**src/rtl/cgra_kernel_sequencer.sv**
```systemverilog
// Kernel run sequencer for the PE torus.
// Detects a rising edge on Computation_Start and then walks through
// PRELOAD, RUN and DRAIN before raising Computation_Done. In RUN it broadcasts
// the instruction address to every PE and repeats the kernel body Iter_Num
// times with no gap between iterations. Done is held until Start drops.
module cgra_kernel_sequencer #(
    parameter int INST_AWIDTH = 8,
    parameter int CNT_WIDTH   = 16,
    parameter int PRE_CYCLES  = 2,
    parameter int POST_CYCLES = 4
) (
    input  logic                   Clk,
    input  logic                   Resetn,
    input  logic                   Computation_Start,
    input  logic [INST_AWIDTH:0]   Kernel_Len,
    input  logic [CNT_WIDTH-1:0]   Iter_Num,
    output logic [INST_AWIDTH-1:0] Inst_Addr,
    output logic                   Inst_Rd_En,
    output logic [CNT_WIDTH-1:0]   Iter_Cnt,
    output logic                   PE_Array_Busy,
    output logic                   Computation_Done
);

    localparam int PH_MAX = (PRE_CYCLES > POST_CYCLES) ? PRE_CYCLES : POST_CYCLES;
    localparam int PH_W   = $clog2(PH_MAX + 1);

    localparam logic [PH_W-1:0]      PRE_LAST  = PH_W'(PRE_CYCLES - 1);
    localparam logic [PH_W-1:0]      POST_LAST = PH_W'(POST_CYCLES - 1);
    localparam logic [INST_AWIDTH:0] LEN_MAX   = {1'b1, {INST_AWIDTH{1'b0}}};
    localparam logic [INST_AWIDTH:0] LEN_ONE   = (INST_AWIDTH + 1)'(1);
    localparam logic [CNT_WIDTH-1:0] ITER_ONE  = CNT_WIDTH'(1);

    typedef enum logic [2:0] {
        S_IDLE,
        S_PRELOAD,
        S_RUN,
        S_DRAIN,
        S_DONE
    } state_t;

    state_t                 state_q, state_d;
    logic                   start_prev_q;
    logic [INST_AWIDTH:0]   len_q, len_d;
    logic [CNT_WIDTH-1:0]   iters_q, iters_d;
    logic [PH_W-1:0]        ph_q, ph_d;
    logic [INST_AWIDTH-1:0] addr_q, addr_d;
    logic [CNT_WIDTH-1:0]   iter_q, iter_d;
    logic                   rd_en_q, rd_en_d;
    logic                   busy_q, busy_d;
    logic                   done_q, done_d;

    logic                   start_pulse;
    logic [INST_AWIDTH:0]   len_sat;
    logic [INST_AWIDTH:0]   len_last;
    logic [CNT_WIDTH-1:0]   iters_last;

    // Next-state, counters and the registered output values.
    always_comb begin
        state_d     = state_q;
        len_d       = len_q;
        iters_d     = iters_q;
        ph_d        = ph_q;
        addr_d      = addr_q;
        iter_d      = iter_q;

        start_pulse = Computation_Start & ~start_prev_q;
        len_sat     = (Kernel_Len > LEN_MAX) ? LEN_MAX : Kernel_Len;
        len_last    = len_q - LEN_ONE;
        iters_last  = iters_q - ITER_ONE;

        case (state_q)
            S_IDLE: begin
                addr_d = '0;
                iter_d = '0;
                ph_d   = '0;
                if (start_pulse) begin
                    len_d   = len_sat;
                    iters_d = (Iter_Num == '0) ? ITER_ONE : Iter_Num;
                    // An empty kernel has nothing to fetch; only the drain runs.
                    state_d = (len_sat == '0) ? S_DRAIN : S_PRELOAD;
                end
            end
            S_PRELOAD: begin
                if (ph_q == PRE_LAST) begin
                    ph_d    = '0;
                    state_d = S_RUN;
                end else begin
                    ph_d = ph_q + 1'b1;
                end
            end
            S_RUN: begin
                // The wrap is decided by the latched length, so a 2^AW kernel
                // reaches the top address without an early counter overflow.
                if ({1'b0, addr_q} == len_last) begin
                    if (iter_q == iters_last) begin
                        state_d = S_DRAIN;
                    end else begin
                        addr_d = '0;
                        iter_d = iter_q + 1'b1;
                    end
                end else begin
                    addr_d = addr_q + 1'b1;
                end
            end
            S_DRAIN: begin
                if (ph_q == POST_LAST) begin
                    ph_d    = '0;
                    state_d = S_DONE;
                end else begin
                    ph_d = ph_q + 1'b1;
                end
            end
            S_DONE: begin
                if (!Computation_Start) begin
                    state_d = S_IDLE;
                    addr_d  = '0;
                    iter_d  = '0;
                end
            end
            default: begin
                state_d = S_IDLE;
            end
        endcase

        rd_en_d = (state_d == S_RUN);
        busy_d  = (state_d == S_PRELOAD) || (state_d == S_RUN) || (state_d == S_DRAIN);
        done_d  = (state_d == S_DONE);
    end

    // State register; start history resets high so a level held through reset is not a start.
    always_ff @(posedge Clk or negedge Resetn) begin
        if (!Resetn) begin
            state_q      <= S_IDLE;
            start_prev_q <= 1'b1;
        end else begin
            state_q      <= state_d;
            start_prev_q <= Computation_Start;
        end
    end

    // Datapath and output registers.
    always_ff @(posedge Clk or negedge Resetn) begin
        if (!Resetn) begin
            len_q   <= '0;
            iters_q <= '0;
            ph_q    <= '0;
            addr_q  <= '0;
            iter_q  <= '0;
            rd_en_q <= 1'b0;
            busy_q  <= 1'b0;
            done_q  <= 1'b0;
        end else begin
            len_q   <= len_d;
            iters_q <= iters_d;
            ph_q    <= ph_d;
            addr_q  <= addr_d;
            iter_q  <= iter_d;
            rd_en_q <= rd_en_d;
            busy_q  <= busy_d;
            done_q  <= done_d;
        end
    end

    assign Inst_Addr        = addr_q;
    assign Inst_Rd_En       = rd_en_q;
    assign Iter_Cnt         = iter_q;
    assign PE_Array_Busy    = busy_q;
    assign Computation_Done = done_q;

endmodule

```
**config.mk**
```make
export PLATFORM = sky130hd
export DESIGN_NAME = cgra_kernel_sequencer
export DESIGN_NICKNAME = d
export VERILOG_FILES = /design/src/rtl/cgra_kernel_sequencer.sv
export SDC_FILE = /design/constraint.sdc
export NUM_CORES = 1
export LEC_CHECK = 0
export ABC_AREA = 1
export CAP_MARGIN = 15
export CORE_ASPECT_RATIO = 0.75
export CORE_MARGIN = 10
export CORE_UTILIZATION = 60
export CTS_CLUSTER_SIZE = 30
export DETAILED_ROUTE_END_ITERATION = 10
export GPL_ROUTABILITY_DRIVEN = 0
export GPL_TIMING_DRIVEN = 0
export HOLD_SLACK_MARGIN = 0.12
export PLACE_DENSITY = 0.88
export SYNTH_ARGS = -nofsm -noshare
export SYNTH_HDL_FRONTEND = slang
export SYNTH_SLANG_ARGS = --single-unit
```
**constraint.sdc**
```tcl
create_clock -name Clk -period 3.85 [get_ports Clk]
set_clock_uncertainty 0.15 [all_clocks]
set_input_delay 0.77 -clock Clk [delete_from_list [all_inputs] [get_ports Clk]]
set_output_delay 0.77 -clock Clk [all_outputs]
set_load 0.03 [all_outputs]
```
---- Word-level counts from Yosys, hierarchy flattened ----
Cells that the tools add are included.
cells by class
  magnitude comparators ................... 1
  reduce and logical (&&, ||, !) cells .... 10
  bitwise operators ....................... 2
  add/sub/neg operators ................... 5
  muxes and demuxes ....................... 21
  equal/unequal tests ..................... 16
operator list
  cell                     number
  $mux W16                 4
  $pmux W16 S3             1
  $mux W3                  8
  $mux W8                  3
  $pmux W8 S3              1
  $add A16 B1 Y16 const B  1
  $eq A16 B16 Y1           1
  $logic_not A16 Y1        1
  $sub A16 B1 Y16 const B  1
  $eq A3 B2 Y1 const B     5
  $pmux W3 S5              1
  $eq A3 B1 Y1 const B     3
  $eq A8 B9 Y1             1
  $gt A9 B9 Y1 const B     1
  $logic_not A9 Y1         1
  $mux W9                  1
  $pmux W3 S3              1
  $sub A9 B1 Y9 const B    1
  $add A8 B1 Y8 const B    1
  $eq A3 B3 Y1 const B     2
  $ne A2 B2 Y1 const B     3
  $reduce_bool A3 Y1       2
  $reduce_and A4 Y1        1
  $add A3 B1 Y3 const B    1
  8 further kinds          9
word-level totals
  output and inout port bits .............. 27
  logic and storage cells ................. 65
  input bits .............................. 28
  flip-flop bits (word level) ............. 59

---- Depth between registers and ports, before layout ----
Gate-level depths: netlist (run 1).
  depth after elaboration ................. 9
  mapped depth ............................ 17
  mapped depth without buffers ............ 16

---- Least setup slack after synthesis (run 1) ----
No wires, ideal clock.
  kind .................................... flip-flop to flip-flop
  from .................................... reg len_q[0]
  to ...................................... reg iter_q[6], in the netlist Iter_Cnt[6]
  required time ........................... 3.581 ns
  period minus slack after synthesis ...... 2.130 ns
  cell stages (with the launch flop) ...... 15
  slack ................................... 1.720 ns
  setup time .............................. 0.119 ns
  arrival ................................. 1.861 ns
  path buffers ............................ 1
  cell sequence ........................... dfrtp_1 inv_1 ha_1 or2_2 nand2_1 nand2_1 nand2_1 nand3_1 nor2_1 nand3_1 nand2_2 nand3_4 buf_6 nand2_1 nand2_1
on the way
  longest elaborated chain between the ends .. 4
ends and longest elaborated chain
  element                             RTL line  source
  start: declaration                  43        logic [INST_AWIDTH:0] len_q, len_d;
  start signal: assignment            153       len_q <= len_d;
  $sub A9 B1 Y9                       68        len_last = len_q - LEN_ONE;
  $eq A8 B9 Y1                        94        if ({1'b0, addr_q} == len_last) begin
  $ne A2 B2 Y1 (no source line)       n/a
  $reduce_and A4 Y1 (no source line)  n/a
  end signal: assignment              157       iter_q <= iter_d;
  end: declaration                    47        logic [CNT_WIDTH-1:0] iter_q, iter_d;
Every way passes these cells.
A chain may end at the register's enable or synchronous reset.

---- Worst setup path after layout (run 1) ----
  from .................................... in Computation_Start
  to ...................................... reg iters_q[9]
on the way
  longest elaborated chain between the ends .. 2
ends and longest elaborated chain
  element                             RTL line  source
  start: declaration                  14        input logic Computation_Start,
  $and A1 B1 Y1                       66        start_pulse = Computation_Start & ~start_prev_q;
  $reduce_and A2 Y1 (no source line)  n/a
  end signal: assignment              154       iters_q <= iters_d;
  end: declaration                    44        logic [CNT_WIDTH-1:0] iters_q, iters_d;
Every way passes these cells.

==> results of run 1 <==
==> sequential cells by signal, indices dropped and copies added, names as in the netlist <==
name              flops
len_q                 9
Computation_Done      1
iters_q              16
PE_Array_Busy         1
ph_q                  3
state_q               3
start_prev_q          1
Inst_Rd_En            1
Inst_Addr             8
Iter_Cnt             16
==> power breakdown <==
part	switching (mW)	leakage [nW]	internal (mW)
Combinational	1.11	1.63	0.586
Sequential	0.203	0.772	0.795
Clock	0.279	0.106	0.368
Total	1.59	2.50	1.75
==> synthesized netlist by cell type (all sizes together) <==
cell      n
and3      2
a21oi     3
o22ai     8
nand3b    6
nand2   203
and2      2
clkbuf    9
nor2     80
ha        8
nand4    24
inv      77
xor2     22
o311ai    1
dfrtp    58
nor4      7
a211oi    2
buf       4
nor3      9
o21ai    16
a22oi     1
xnor2     6
nand3    47
or2       3
clkinv    2
dfstp     1
==> per-layer routing <==
metal | vias to the layer above | share of wire (%) | track usage [%]
li1 | 2045 | - | -
met1 | 1920 | 43 | 30.4
met2 | 226 | 44 | 33.2
met3 | 23 | 11 | 7.36
met4 | 0 | 1.7 | 6.89
met5 | - | 0 | 0
==> how the worst max path moves through the flow <==
stage,start,endpoint,slack (ns),cells past startpoint
final,Computation_Start,iters_q[9],1.09,9
after detailed placement,Computation_Start,len_q[4],0.79,8
after CTS,Computation_Start,iters_q[9],1.14,9
after floorplan,len_q[0],Iter_Cnt[6],1.72,14
after global routing,Computation_Start,iters_q[9],0.90,9
after global placement,Resetn,iters_q[13],0.02,1
==> final cells by class <==
type / count / area, sq um
Clock buffer: 9 / 124
Clock inverter: 7 / 101
Tap cell: 81 / 101
Timing Repair Buffer: 55 / 556
Multi-Input combinational cell: 450 / 2230
Buffer: 13 / 66.3
Sequential cell: 59 / 1480
Fill cell: 498 / 1500
Inverter: 79 / 297
==> kinds of logic (layout without fill, tap and decap cells) <==
| logic type | Yosys count | after routing | synth area share [%] |
|---|---|---|---|
| and+or+nand+nor | 383 | 383 | 41.9 |
| buffers and inverters | 92 | 163 | 8.92 |
| DFF | 59 | 59 | 36.3 |
| AOI/OAI and AO/OA | 31 | 31 | 4.34 |
| xor gates and xnor gates | 28 | 28 | 6.03 |
| adders and majority gates | 8 | 8 | 2.46 |
==> metrics by stage <==
stage,std cells,power [mW]
floorplan,601,2.21
global placement,736,2.57
detailed placement,737,2.66
CTS,753,3.32
global route,753,3.63
finish,753,3.34
==> worst max-delay path: stages <==
cell	delay, ns
clkdlybuf4s50_1	0.51
inv_1	0.06
nor2_1	0.08
nand3_1	0.26
inv_1	0.25
clkbuf_1	0.32
clkbuf_1	0.40
nand2_1	0.13
nand2_1	0.11
==> metrics.txt, run 1 <==
# TYPE chip_impl_metric gauge
chip_impl_metric{name="syn-cell-area",unit="sq um"} 4070
chip_impl_info{name="most_common_cell_after_layout_fill_and_taps_aside",value="nand2_1"} 1
chip_impl_metric{name="cts-hold-fix-buffers",unit=""} 0
chip_impl_metric{name="ir_drop",unit="uV"} 396
chip_impl_metric{name="path_clk_slew",unit="ns"} 0.07
chip_impl_info{name="outcome",value="complete, no violations"} 1
chip_impl_metric{name="cap_violations",unit=""} 0
chip_impl_metric{name="final_critical_path_setup_slack",unit="ns"} 1.09
chip_impl_metric{name="dieHeight",unit="microns"} 91.3
chip_impl_metric{name="setup_viol_count_final",unit=""} 0
chip_impl_metric{name="cp_data_required_time",unit="ns"} 3.99
chip_impl_metric{name="cts_num_sinks",unit=""} 59
chip_impl_metric{name="antenna_left",unit=""} 0
chip_impl_info{name="start_kind",value="primary input"} 1
chip_impl_metric{name="worstMarginPinSlew",unit="ns"} 0.578
chip_impl_metric{name="grt_first_pass_wirelength",unit="mm"} 19.6
chip_impl_metric{name="cp.arrival",unit="ns"} 2.90
chip_impl_metric{name="ctsHtreeMaxLevel",unit=""} 3
chip_impl_metric{name="antenna_found_initial",unit=""} 0
chip_impl_metric{name="ctsResizeCount",unit=""} 0
chip_impl_metric{name="postLayoutCoreUtil",unit="%"} 76.8
chip_impl_metric{name="clk_latency",unit="ns"} 0.36
chip_impl_metric{name="grt_start_max_net_pins",unit=""} 37
chip_impl_metric{name="port_buffers",unit=""} 54
chip_impl_metric{name="syn-mean-instance-area",unit="sq um"} 6.77
chip_impl_info{name="critical_path.reg2reg.endpoint",value="Iter_Cnt[7]"} 1
chip_impl_metric{name="finalCritPeriodShare",unit="%"} 71.7
chip_impl_metric{name="fin_hold_ws",unit="ns"} 0.250
chip_impl_metric{name="pre_cts_ws",unit="ns"} 0.791
chip_impl_metric{name="antenna_cells_inserted",unit=""} 0
chip_impl_metric{name="grt.total_usage",unit="%"} 22.5
chip_impl_info{name="worstSetupPathType",value="primary input to flop"} 1
chip_impl_metric{name="drtPass1Iterations",unit=""} 7
chip_impl_metric{name="synthesis.nets",unit=""} 637
chip_impl_metric{name="first_global_vias",unit=""} 4063
chip_impl_metric{name="finish.net_count",unit=""} 703
chip_impl_metric{name="syn_inst",unit=""} 601
chip_impl_metric{name="coreArea",unit="sq um"} 6440
chip_impl_info{name="yosys-top-cells-area",value="dfrtp_1, nand2_1, inv_1"} 1
chip_impl_metric{name="worst-path-max-fanout",unit=""} 10
chip_impl_metric{name="synth_cell_types",unit=""} 34
chip_impl_metric{name="synth-warning-count",unit=""} 0
chip_impl_metric{name="timing_hold_violations_final",unit=""} 0
chip_impl_metric{name="cts.repair_timing.setup_buffer_count",unit=""} 0
chip_impl_metric{name="setup_tns",unit="ns"} 0
chip_impl_metric{name="drt_drc_violations_left",unit=""} 0
chip_impl_metric{name="post_drt_via_cell_ratio",unit=""} 5.60
chip_impl_metric{name="global_route.overflow_total",unit=""} 0
chip_impl_info{name="holdCritPathClass",value="primary input to asynchronous set/reset pin"} 1
chip_impl_metric{name="drt_initial_violations",unit=""} 357
chip_impl_info{name="rr_startpoint",value="iters_q[0]"} 1
chip_impl_metric{name="cts_max_path_buffers",unit=""} 2
chip_impl_metric{name="wl_per_cell",unit="microns"} 15.4
chip_impl_metric{name="reg2reg_setup_slack",unit="ns"} 1.33
chip_impl_info{name="worstSetupEndpointType",value="flop"} 1
chip_impl_metric{name="power.leakage",unit="nW"} 2.50
chip_impl_info{name="unrepaired_setup_endpoints_after_global_routing",value="no"} 1
chip_impl_metric{name="design_area",unit="sq um"} 4950
chip_impl_metric{name="layout_cells_sized_above_1",unit="%"} 6.70
chip_impl_metric{name="initial_utilization",unit="%"} 63.1
chip_impl_metric{name="power_density",unit="nW/um^2"} 675
chip_impl_info{name="clock_tree_from_tritoncts",value="built"} 1
chip_impl_metric{name="timing.reg2reg.worst_path_depth",unit=""} 14
chip_impl_metric{name="row_count",unit=""} 25
chip_impl_info{name="clk_root_buffer_cell",value="clkbuf_8"} 1
chip_impl_metric{name="period_minus_slack",unit="ns"} 2.76
chip_impl_metric{name="max_freq",unit="MHz"} 362
chip_impl_metric{name="dieArea",unit="sq um"} 10500
chip_impl_metric{name="vias",unit=""} 4214
chip_impl_metric{name="detailedPlacementHpwl",unit="mm"} 8.57
chip_impl_metric{name="portion_of_synthesized_cell_area_occupied_by_the_leading_cell_type",unit="%"} 35.7
chip_impl_metric{name="drt_wl_total",unit="mm"} 11.6
chip_impl_metric{name="number_of_flip_flops_and_latches_in_the_synthesized_netlist",unit=""} 59
chip_impl_info{name="synth.largest_area_cell",value="dfrtp_1"} 1
chip_impl_metric{name="clock_buffer_count_from_cts",unit=""} 9
chip_impl_metric{name="synth_seq_area_share",unit="%"} 36.3
chip_impl_metric{name="io_pins",unit=""} 55
chip_impl_metric{name="instance_area_at_placement",unit="sq um"} 4720
chip_impl_metric{name="slew-limit-headroom",unit="%"} 61.2
chip_impl_metric{name="area_growth_syn_to_layout",unit="%"} 21.7
chip_impl_metric{name="timing.final.max_slew_violations",unit=""} 0
chip_impl_metric{name="dieWidth",unit="microns"} 115
chip_impl_info{name="commonest_non_fill_non_tap_cells_in_the_layout",value="nand2_1, inv_1, nor2_1, dfrtp_1, clkdlybuf4s50_1"} 1
No activity file was read; power rests on OpenSTA's default activity.
==> run 2, diff against run 1 <==
--- a/config.mk
+++ b/config.mk
@@ -9,13 +9,13 @@
 export CAP_MARGIN = 15
 export CORE_ASPECT_RATIO = 0.75
 export CORE_MARGIN = 10
-export CORE_UTILIZATION = 60
+export CORE_UTILIZATION = 50
 export CTS_CLUSTER_SIZE = 30
 export DETAILED_ROUTE_END_ITERATION = 10
 export GPL_ROUTABILITY_DRIVEN = 0
 export GPL_TIMING_DRIVEN = 0
 export HOLD_SLACK_MARGIN = 0.12
-export PLACE_DENSITY = 0.88
+export PLACE_DENSITY = 0.79
 export SYNTH_ARGS = -nofsm -noshare
 export SYNTH_HDL_FRONTEND = slang
 export SYNTH_SLANG_ARGS = --single-unit
==> constraint.sdc (replaced) <==
create_clock -name Clk -period 2.4 [get_ports Clk]
set_clock_uncertainty 0.15 [all_clocks]
set_input_delay 0.48 -clock Clk [delete_from_list [all_inputs] [get_ports Clk]]
set_output_delay 0.48 -clock Clk [all_outputs]
set_load 0.03 [all_outputs]
==> run 2 against run 1 <==
Net effect: final area grew 4.6%; setup slack worse by 0.99 ns; flip-flop and latch count unchanged; via count is 1.4% lower; non-clock buffer count increased by 16; wire length is 0.96% lower; first-iteration DRC count grew 26%; combinational power increased by 78%; die area up 16%; sequential share of layout area decreased by 1.3 points; hold slack improved by 0.11 ns.
==> metrics.txt, run 2 (synthesis results as in run 1) <==
# TYPE chip_impl_metric gauge
chip_impl_metric{name="power_density",unit="nW/um^2"} 1090
chip_impl_metric{name="crit_path_max_cell_delay",unit="ns"} 0.41
chip_impl_metric{name="ctsHtreeMaxLevel",unit=""} 3
chip_impl_metric{name="layout_cells_sized_above_1",unit="%"} 11.5
chip_impl_info{name="most_common_cell_after_layout_fill_and_taps_aside",value="nand2_1"} 1
chip_impl_info{name="timing.critical_path.mode_cell",value="nand2_1"} 1
chip_impl_metric{name="path_clk_slew",unit="ns"} 0.07
chip_impl_metric{name="antenna_left",unit=""} 0
chip_impl_metric{name="power.leakage",unit="nW"} 2.60
chip_impl_metric{name="clock_buffer_count_from_cts",unit=""} 9
chip_impl_metric{name="max_freq",unit="MHz"} 434
chip_impl_info{name="outcome",value="complete, no violations"} 1
chip_impl_info{name="clock_tree_from_tritoncts",value="built"} 1
chip_impl_metric{name="cts_max_path_buffers",unit=""} 2
chip_impl_metric{name="drt_initial_violations",unit=""} 451
chip_impl_metric{name="cap_violations",unit=""} 0
chip_impl_metric{name="cp.arrival",unit="ns"} 2.45
chip_impl_metric{name="worstMarginPinSlew",unit="ns"} 0.570
chip_impl_metric{name="setup_viol_count_final",unit=""} 0
chip_impl_info{name="commonest_non_fill_non_tap_cells_in_the_layout",value="nand2_1, inv_1, nor2_1, dfrtp_1, clkdlybuf4s50_1"} 1
chip_impl_info{name="worstPathCellList",value="inv_2 > buf_4 > nand2_2 > o21ai_0 > nand2_1 > nand2_1 > nand3_1 > nor2_2 > nand3_4 > nand3_4 > buf_6 > nand2_1 > nand2_1"} 1
chip_impl_metric{name="finalCritPeriodShare",unit="%"} 96.0
chip_impl_info{name="worstSetupPathType",value="flop to flop"} 1
chip_impl_metric{name="post_drt_via_cell_ratio",unit=""} 5.24
chip_impl_metric{name="cp_data_required_time",unit="ns"} 2.55
chip_impl_metric{name="grt.total_usage",unit="%"} 19.0
chip_impl_metric{name="port_buffers",unit=""} 54
chip_impl_metric{name="timing_hold_violations_final",unit=""} 0
chip_impl_metric{name="filler_cell_count",unit=""} 682
chip_impl_metric{name="antenna_cells_inserted",unit=""} 0
chip_impl_info{name="holdCritPathClass",value="flop to flop"} 1
chip_impl_metric{name="vias",unit=""} 4155
chip_impl_metric{name="coreArea",unit="sq um"} 7920
chip_impl_metric{name="area_growth_syn_to_layout",unit="%"} 27.2
chip_impl_metric{name="instance_area_at_placement",unit="sq um"} 4750
chip_impl_info{name="start_kind",value="flop"} 1
chip_impl_info{name="clk_root_buffer_cell",value="clkbuf_8"} 1
chip_impl_metric{name="cts_num_sinks",unit=""} 59
chip_impl_metric{name="global_route.overflow_total",unit=""} 0
chip_impl_metric{name="dieHeight",unit="microns"} 98.1
chip_impl_metric{name="slew-limit-headroom",unit="%"} 61.7
chip_impl_metric{name="worst-path-max-fanout",unit=""} 10
chip_impl_metric{name="period_minus_slack",unit="ns"} 2.30
chip_impl_metric{name="first_global_vias",unit=""} 3741
chip_impl_metric{name="dieArea",unit="sq um"} 12200
chip_impl_metric{name="wl_per_cell",unit="microns"} 14.5
chip_impl_metric{name="finish.net_count",unit=""} 719
chip_impl_metric{name="timing.reg2reg.worst_path_depth",unit=""} 13
chip_impl_metric{name="whs_path_depth",unit=""} 2
chip_impl_metric{name="detailedPlacementHpwl",unit="mm"} 8.44
chip_impl_metric{name="row_count",unit=""} 28
chip_impl_metric{name="grt_start_max_net_pins",unit=""} 40
chip_impl_metric{name="antenna_found_initial",unit=""} 0
chip_impl_metric{name="ir_drop",unit="uV"} 639
chip_impl_metric{name="dieWidth",unit="microns"} 124
chip_impl_metric{name="drt_drc_violations_left",unit=""} 0
chip_impl_info{name="timing.critical_path.slowest_stage_cell",value="dfrtp_1"} 1
chip_impl_metric{name="drt_wl_total",unit="mm"} 11.5
chip_impl_metric{name="timing.final.max_slew_violations",unit=""} 0
chip_impl_metric{name="io_pins",unit=""} 55
chip_impl_metric{name="initial_utilization",unit="%"} 51.4
chip_impl_metric{name="clk_latency",unit="ns"} 0.36
chip_impl_info{name="worstSetupEndpointType",value="flop"} 1
chip_impl_metric{name="postLayoutCoreUtil",unit="%"} 65.3
chip_impl_metric{name="drtPass1Iterations",unit=""} 6
chip_impl_metric{name="design_area",unit="sq um"} 5170
chip_impl_metric{name="grt_first_pass_wirelength",unit="mm"} 18.6
==> run 2: cell count changes in the layout (fill, tap and decap cells not counted), moves of 3 or more <==
| cell | before | now |
|---|---|---|
| inv_1 | 77 | 74 |
| inv_2 | 0 | 3 |
| nand2_4 | 0 | 3 |
| nor2_2 | 6 | 11 |
| nor2_1 | 72 | 66 |
| buf_4 | 1 | 18 |
==> run 2: worst paths after layout <==
check / start / end / slack (ns)
min in group asynchronous: Resetn / ph_q[0] / 0.47
worst max-delay path: iters_q[0] / Iter_Cnt[12] / 0.1
worst min-delay path: iters_q[15] / iters_q[15] / 0.36
max in group asynchronous: Resetn / iters_q[3] / 1.03
worst min register to register: iters_q[15] / iters_q[15] / 0.36
worst max register to register: iters_q[0] / Iter_Cnt[12] / 0.1
==> run 2: metrics by stage <==
stage          std cells  setup slack, ns  hold slack (ns)  power, mW  setup TNS (ns)
2_1_floorplan        601            0.270           0.0344       3.55               0
3_3_place_gp         760            -1.19            0.344       4.13          -75.57
3_5_place_dp         761           -0.391            0.328       4.24           -7.39
4_1_cts              778        0.0000118            0.360       5.32               0
5_1_grt              793          -0.0579            0.407       6.13          -0.580
6_report             793           0.0961            0.360       5.65               0
==> run 2: metal layers <==
layer	global-route usage (%)	part of all wire, %	vias up
li1	-	-	2079
met1	26.9	47	1923
met2	26.9	45	136
met3	5.70	7.0	17
met4	6.10	1.5	0
met5	0	0	-
==> run 2: power by group <==
group | internal (mW) | switching (mW)
logic | 1.13 | 1.90
registers | 1.28 | 0.319
clock network | 0.609 | 0.413
total | 3.02 | 2.63
==> run 2: layout make-up <==
| cell class | instances | area, sq um | area share (%) |
|---|---|---|---|
| Buffer | 12 | 67.6 | 1.31 |
| Clock buffer | 11 | 141 | 2.73 |
| Clock inverter | 5 | 77.6 | 1.50 |
| Inverter | 79 | 297 | 5.73 |
| Multi-Input combinational cell | 450 | 2290 | 44.3 |
| Sequential cell | 59 | 1480 | 28.6 |
| Tap cell | 105 | 131 | 2.54 |
| Timing Repair Buffer | 72 | 686 | 13.3 |
==> run 2: worst max-delay path: cells and delay by family, from the launching register on <==
family	cells	cell delay, ns
AO/OA/AOI/OAI	1	0.34
buffers and inverters	3	0.39
AND/OR/NAND/NOR	9	0.94
flip-flops	1	0.41
==> run 2: what timing repair did <==
| item | CTS | global route |
|---|---|---|
| pin swaps | 0 | 10 |
| gates resized for setup | 5 | 22 |
| hold endpoints to repair | 19 | 0 |
| hold buffers | 1 | 0 |
| gates cloned | 0 | 0 |
| buffers inserted | 0 | 16 |
| setup endpoints to repair | 26 | 46 |
==> run 3, diff against run 2 <==
--- a/config.mk
+++ b/config.mk
@@ -6,7 +6,7 @@
 export NUM_CORES = 1
 export LEC_CHECK = 0
 export ABC_AREA = 1
-export CAP_MARGIN = 15
+export CAP_MARGIN = 20
 export CORE_ASPECT_RATIO = 0.75
 export CORE_MARGIN = 10
 export CORE_UTILIZATION = 50
==> results of run 3 <==
Final layout, timing and power as in run 2 (identical DEF).
